## src/rtl/encoder83_serial.sv

```systemverilog
// Serial 8-to-3 priority encoder: accepts an 8-bit request vector and emits
// one binary index per set bit over a valid/ready stream, flagging the last.
module encoder83_serial #(
    parameter int MSB_FIRST = 1
) (
    input  logic       clk,
    input  logic       rst_n,
    input  logic [7:0] in_vec,
    input  logic       in_valid,
    output logic       in_ready,
    output logic [2:0] out_code,
    output logic       out_valid,
    input  logic       out_ready,
    output logic       out_last,
    output logic       out_none,
    output logic [3:0] out_cnt
);

    typedef enum logic {
        IDLE,
        EMIT
    } state_t;

    state_t     state;
    logic [7:0] pend;
    logic [7:0] pend_next;

    // Index of the set bit that goes out first for the configured order.
    function automatic logic [2:0] pick(input logic [7:0] v);
        logic [2:0] idx;
        idx = 3'd0;
        if (MSB_FIRST != 0) begin
            for (int i = 0; i < 8; i++)
                if (v[i]) idx = 3'(i);
        end else begin
            for (int i = 7; i >= 0; i--)
                if (v[i]) idx = 3'(i);
        end
        return idx;
    endfunction

    function automatic logic [3:0] popcount(input logic [7:0] v);
        logic [3:0] cnt;
        cnt = 4'd0;
        for (int i = 0; i < 8; i++)
            cnt = cnt + {3'd0, v[i]};
        return cnt;
    endfunction

    // out_code always names the bit currently on offer, so it is the one to clear.
    assign pend_next = pend & ~(8'd1 << out_code);

    // NOTE: every register here is written with <= so all of them update from
    // the same pre-edge values; mixing in = would make ordering matter.
    always_ff @(posedge clk or negedge rst_n) begin
        if (!rst_n) begin
            state     <= IDLE;
            pend      <= 8'd0;
            in_ready  <= 1'b0;
            out_valid <= 1'b0;
            out_code  <= 3'd0;
            out_last  <= 1'b0;
            out_none  <= 1'b0;
            out_cnt   <= 4'd0;
        end else begin
            case (state)
                IDLE: begin
                    if (in_valid && in_ready) begin
                        state     <= EMIT;
                        pend      <= in_vec;
                        out_cnt   <= popcount(in_vec);
                        out_code  <= pick(in_vec);
                        out_last  <= (popcount(in_vec) <= 4'd1);
                        out_none  <= (in_vec == 8'd0);
                        in_ready  <= 1'b0;
                        out_valid <= 1'b1;
                    end else begin
                        in_ready <= 1'b1;
                    end
                end
                EMIT: begin
                    if (out_valid && out_ready) begin
                        if (out_last) begin
                            // Ready goes high here, but acceptance waits for the next edge.
                            state     <= IDLE;
                            out_valid <= 1'b0;
                            in_ready  <= 1'b1;
                            pend      <= 8'd0;
                        end else begin
                            pend     <= pend_next;
                            out_code <= pick(pend_next);
                            out_last <= (popcount(pend_next) <= 4'd1);
                        end
                    end
                end
                default: state <= IDLE;
            endcase
        end
    end

endmodule

```

## config.mk

```make
export PLATFORM = sky130hd
export DESIGN_NAME = encoder83_serial
export DESIGN_NICKNAME = d
export VERILOG_FILES = /design/src/rtl/encoder83_serial.sv
export SDC_FILE = /design/constraint.sdc
export NUM_CORES = 1
export LEC_CHECK = 0
export BUFFER_PORTS_ARGS = -buffer_cell sky130_fd_sc_hd__buf_2
export CAP_MARGIN = 0
export CORE_MARGIN = 2
export CORE_UTILIZATION = 45
export CTS_CLUSTER_SIZE = 14
export DETAILED_ROUTE_END_ITERATION = 10
export GPL_TIMING_DRIVEN = 0
export MAX_ROUTING_LAYER = met4
export PLACE_DENSITY = 0.72
export SYNTH_ARGS = -nofsm -noshare
export SYNTH_HDL_FRONTEND = slang
export SYNTH_SLANG_ARGS = --single-unit
```

## constraint.sdc

```tcl
create_clock -name clk -period 4.4 [get_ports clk]
set_input_delay 0.44 -clock clk [delete_from_list [all_inputs] [get_ports clk]]
set_output_delay 0.44 -clock clk [all_outputs]
set_load 0.01 [all_outputs]
```

==> Yosys cells after proc, flatten, opt, wreduce, memory -nomap -nowiden <==
Index checks and enable logic that the tools add are counted.
{ "totals": {"ff_bits": 20, "elab_cells": 78, "input_bits": 12, "out_inout_bits": 11} }
{ "op_classes": {"n_addsub": 14, "bitwise_logic": 3, "shifts": 1, "order_cmp": 2, "reduce_logical": 8, "n_eq_ne": 4, "n_mux": 38} }
{ "ops": {"columns": ["op", "count"], "rows": [
  ["3-bit two-way mux", 15],
  ["4-bit by 1-bit adder with 4-bit output", 8],
  ["8-bit two-way mux", 3],
  ["8-bit one-hot mux with 2 select lines", 1],
  ["1-bit two-way mux", 14],
  ["3-bit by 1-bit adder with 4-bit output", 2],
  ["8-bit bitwise AND", 1],
  ["4-bit by 1-bit <= comparator with 1-bit output (second input constant)", 2],
  ["8-bit zero test", 1],
  ["8-bit inverter", 1],
  ["1-bit one-hot mux with 2 select lines", 4],
  ["1-bit by 3-bit << shifter with 8-bit output (first input constant)", 1],
  ["2-bit by 1-bit adder with 3-bit output", 2],
  ["2-bit != test (second input constant)", 3],
  ["3-bit one-hot mux with 2 select lines", 1],
  ["2-bit AND reduction", 3],
  ["3-bit AND reduction", 2],
  ["1-bit by 1-bit adder with 2-bit output", 2],
  ["1-bit logical AND", 2],
  ["2-bit by 1-bit != test with 1-bit output (second input constant)", 1],
  ["1-bit inverter", 1]
]} }

==> Longest topological paths before layout <==
{ "logic_depth": {"ltp_word": 14, "depth_mapped": 13, "depth_no_buf": 13} }

==> Least setup slack after synthesis <==
OpenSTA, ideal clock, no wires.
{ "synth_path": {"path_type": "reg2reg", "startpoint": "register out_code[0]", "endpoint": "register out_last", "required_time_ps": 4306, "path_buffers": 0, "period_less_slack_ps": 3581, "setup_slack_ps": 819, "setup_time_ps": 94, "t_arrival_ps": 3487, "path_stages_with_launch": 13, "path_cell_list": "dfrtp_1 inv_2 o31a_1 fa_1 inv_1 fa_1 fa_1 inv_1 ha_1 fa_1 o21ai_0 nand2b_1 a211oi_1"} }
{ "synth_between": {"elab_chain_len": 14} }
{ "synth_lines": {"columns": ["item", "line_no", "rtl"], "rows": [
  ["start, declared", "11", "output logic [2:0] out_code,"],
  ["start signal, assigned", "72", "out_code <= pick(in_vec);"],
  ["start signal, assigned", "91", "out_code <= pick(pend_next);"],
  ["1-bit by 3-bit << shifter with 8-bit output *", "51", "assign pend_next = pend & ~(8'd1 << out_code);"],
  ["8-bit inverter *", "51", null],
  ["8-bit bitwise AND *", "51", null],
  ["1-bit by 1-bit adder with 2-bit output", "46", "cnt = cnt + {3'd0, v[i]};"],
  ["2-bit by 1-bit adder with 3-bit output", "46", null],
  ["3-bit by 1-bit adder with 4-bit output", "46", null],
  ["4-bit by 1-bit adder with 4-bit output (3 in series)", "46", null],
  ["4-bit by 1-bit adder with 4-bit output *", "46", null],
  ["4-bit by 1-bit <= comparator with 1-bit output *", "92", "out_last <= (popcount(pend_next) <= 4'd1);"],
  ["1-bit two-way mux *", "83", "if (out_last) begin"],
  ["1-bit two-way mux *", "82", "if (out_valid && out_ready) begin"],
  ["1-bit one-hot mux with 2 select lines *", "66", "case (state)"],
  ["end signal, assigned", "73", "out_last <= (popcount(in_vec) <= 4'd1);"],
  ["end signal, assigned", "92", null],
  ["end, declared", "14", "output logic out_last,"]
]} }
Mark *: on every way between the ends. The rest lies on a longest branch, timed or not. The select of a mux whose other input is x is not followed.
A chain may end at the register's enable or synchronous reset.

==> Worst setup path in the final report <==
Same ends and word-level chain as after synthesis.

==> run summary <==
The arrival time of data at the critical path endpoint was 4010 ps. The critical path in this run is classified as register to register. Dividing total power by cell area gives a power density of 927.0 nW/µm². For this design the total switching power over the nets is 738.4 µW. The ratio of cells with drive above 1 in the final layout was 0.2270; the vertical die dimension was 60.89 µm.

The largest fanout on the critical path is 8, and the actual slew at the worst max-slew pin is 471.3 ps. In the routed design, unresolved DRC markers number 0. The async set-or-reset flop fraction in the synthesized netlist was 1.000.

The number of H-tree branching levels is 1, and the post-synthesis instance total is 159. Measured along the x axis, the die boundary spans 60.89 µm. The peak supply drop came out at 0.4755 mV.

The quantity of hold-fixing buffers added after cts was 0. The combinational family with the most area after synthesis is compound AO/OA/AOI/OAI gates. The run gives 0.233 as the part of the total power dissipated in sequential elements. For the count of endpoints failing hold in the final timing report, the log shows 0.

Post-CTS repair changed the size of 0 cells. The quantity of I/O buffers inserted on ports was 22. The worst path in the final design needs a cycle of 3769 ps, including I/O delays and setup.

The number of antenna diodes in the final layout is 0. The effective utilization at floorplan was 0.4732; the CTS sink count was 20. The run gives 813.5 µW as the cell-internal power. The portion of synthesized cell area occupied by the leading cell type works out to 0.3436.

The most used flip-flop cell after synthesis is dfrtp_1. The clock passes through at most 2 buffers. The xor and xnor fraction of the mapped netlist area was 0.006014.

The die covers 3708 µm². The setup-violating endpoint count in the final report is 0. The global routing usage summed across all routing layers is 0.2145, and the number of maximum-capacitance constraint violations is 0. For the headroom to the max-slew limit, the log shows 0.6858. During synthesis, Yosys emitted a total of 0 warnings. The number of buffers and inverters on the critical path is 3. The relative contribution of combinational cells to total power is 0.668, and the placer's final routability congestion estimate is 0.8544. The proportion of synthesized area in mux cells was 0.03265. The CTS root buffer was clkbuf_4.

Across all hold checks on the routed design, the worst slack comes to 54.09 ps. For the final net count, the log shows 213. The critical path goes through inv_2, o31a_1, fa_1, inv_1, fa_1, fa_1, inv_1, ha_1, fa_1, o21ai_0, nand2b_1, a211oi_1.

The worst setup path is captured at a register. Dividing the detail-routed wire length by the instance count gives 14.54 µm. The first global-routing pass estimated 5.678 mm of wire.

Entering global routing, the biggest net connects 21 pins. The worst hold path belongs to the class input pin to async pin. TritonCTS built the clock tree. The final layout contains routed wiring with a total length of 3.330 mm. The area fraction in and, or, nand and nor cells after synthesis was 0.1460. Total vias in the final route: 1,257. By area the synthesized netlist is led by dfrtp_1, fa_1, ha_1. The endpoint required time on the critical path is 4640 ps, and the clock insertion delay at the later pin of the skew report is 320 ps.

For this run the aggregate overflow at the end of global routing stands at 0. During I/O placement, the number of pins put on the boundary was 23. After routing the design area is 1674 µm². Detailed placement ended at an HPWL of 2.598 mm. In the routed layout, each cell is associated on average with a via count of 5.489. Setup repair after global routing left no endpoint under its margin. The number of setup buffers added after CTS is 0. The maximum frequency from static timing analysis came out at 265.3 MHz.

Counting distinct cell types in the post-synthesis netlist gives 41. In this run the cell area of the synthesized design comes to 1456 µm². Counting stages on the worst path, the most repeated cell is fa_1.

The analysis attributes to cell leakage a power of 0.0008013 µW. The tools report the utilization after layout as 0.5439. After clock tree synthesis, the clock-pin slew on the worst setup and hold paths is 120 ps. The run gives 1,212 as the number of global-route vias before repair. The clock share of power is 0.099, and the area added between synthesis and finish is 14.95%. The number of antenna violations at the first check in global routing was 0; the post-route clock period utilization was 0.8565. The total of flip-flops plus latches after synthesis was 20; the initial detailed-routing violation count was 72. The number of enable flip-flop cells after synthesis is 0, and the switching share of power is 0.4758. A synthesized cell averages 9.160 µm². The adder and majority gate portion of the synthesized area is 0.1701, and the placeable core area is 3078 µm². The first-pass iteration count of the detailed router was 4.

Summing all placed instances gives a cell area of 1622 µm². Synthesis produced a netlist with a net count of 186. The maximum single-stage delay on the critical path works out to 540 ps. The sequential share of the synthesized area came out at 0.3436.

The cell family contributing the most delay on the critical path is adder cells. The complex-gate fraction of the synthesized area is 0.2302. Counting the fill cells in the layout gives 273. Summed over all instances, the cell type with the most area after synthesis is dfrtp_1. The run finished with clean final reports. The tools report the setup TNS as 0 ps. The worst setup path is launched from a register.

After floorplanning, the core was divided into 20 placement rows. The post-route antenna net violation count was 0. For the final database, setup skew stands at 10.81 ps. Slowest stage cell on the critical path: dfrtp_1. The run gives 0 as the max-slew violation count. For the number of buffers created by CTS, the log shows 3.
-- flip-flops by register name, indices dropped and copies added (netlist names) --
signal / cells
in_ready: 1
out_cnt: 4
out_code: 3
out_last: 1
out_none: 1
out_valid: 1
pend: 8
state: 1
-- worst register-to-register path: stages (launching register included) --
cell	delay, ps
dfrtp_1	540
inv_2	110
o31a_1	350
fa_1	510
inv_1	50
fa_1	450
fa_1	500
inv_1	40
ha_1	220
fa_1	430
o21ai_0	180
nand2b_1	100
a211oi_1	220
-- routing by layer --
| layer | global-route usage | part of all wire |
|---|---|---|
| met2 | 0.3379 | 0.49 |
| met5 | - | 0 |
| met4 | 0.05901 | 0.0081 |
| met1 | 0.2782 | 0.44 |
| met3 | 0.04904 | 0.064 |
-- power groups by stage --
stage	registers (µW)	logic, µW	clock network (µW)
detailed placement	363	1040	0
floorplan	368	763	0
CTS	360	1050	158
global route	374	1240	162
finish	361	1040	153
global placement	359	979	0
-- cells by family after synthesis --
kind of cell,Yosys count
AOI/OAI and AO/OA,48
and+or+nand+nor,45
buffers and inverters,26
DFF,20
adders and majority gates,15
muxes,4
xor gates and xnor gates,1
-- cells in the mapped netlist, types with 2 or more instances --
master and number:
mux2_2 2, ha_1 7, buf_2 5, a31oi_1 2, a311oi_1 2, inv_2 2, fa_1 8, nand2b_1 3
o21ai_0 7, nor2_1 15, a22oi_1 5, a31oi_2 2, inv_1 19, nand2_1 11, a32oi_1 3, o21a_1 2
o21ai_1 2, a21oi_1 12, nand3_1 8, dfrtp_1 20, o31a_1 2
-- stage by stage --
stage / setup slack, ps / power, µW / std cells
2_1_floorplan: 818.7 / 1131 / 159
3_3_place_gp: 685.0 / 1337 / 225
3_5_place_dp: 617.8 / 1404 / 225
4_1_cts: 612.5 / 1564 / 229
5_1_grt: 380.0 / 1773 / 229
6_report: 631.4 / 1552 / 229
-- path summary, 6_finish.rpt --
check / startpoint / endpoint / cells after the start / slack [ps]
hold / removal: rst_n / out_code[1] / 1 / 50
setup / recovery: out_code[0] / out_last / 12 / 630
max in group asynchronous: rst_n / out_cnt[0] / 1 / 4010
setup reg to reg: out_code[0] / out_last / 12 / 630
min in group clk: out_ready / out_valid / 4 / 430
hold reg to reg: out_none / out_none / 2 / 490
-- area by class of cell --
type / count / area [µm²] / area share
clock inverter: 1 / 30.03 / 0.01794
tap: 44 / 55.05 / 0.03288
clock buffer: 3 / 22.52 / 0.01345
buffer: 5 / 25.02 / 0.01495
inverter: 21 / 78.83 / 0.04709
sequential: 20 / 500.5 / 0.2990
timing repair buffer: 22 / 110.1 / 0.06577
multi-input combinational: 113 / 852.1 / 0.5090
-- cell usage in the layout (no fill, tap or decap), types with 3 or more instances in the layout --
| cell type | count |
|---|---|
| a21oi_1 | 12 |
| a32oi_1 | 3 |
| clkbuf_4 | 3 |
| a22oi_1 | 5 |
| ha_1 | 7 |
| nand2b_1 | 3 |
| nand2_1 | 11 |
| nor2_1 | 15 |
| dfrtp_1 | 20 |
| o21ai_0 | 7 |
| fa_1 | 8 |
| buf_2 | 27 |
| inv_1 | 19 |
| nand3_1 | 8 |
Note: power is estimated with default switching activity, not from simulation.
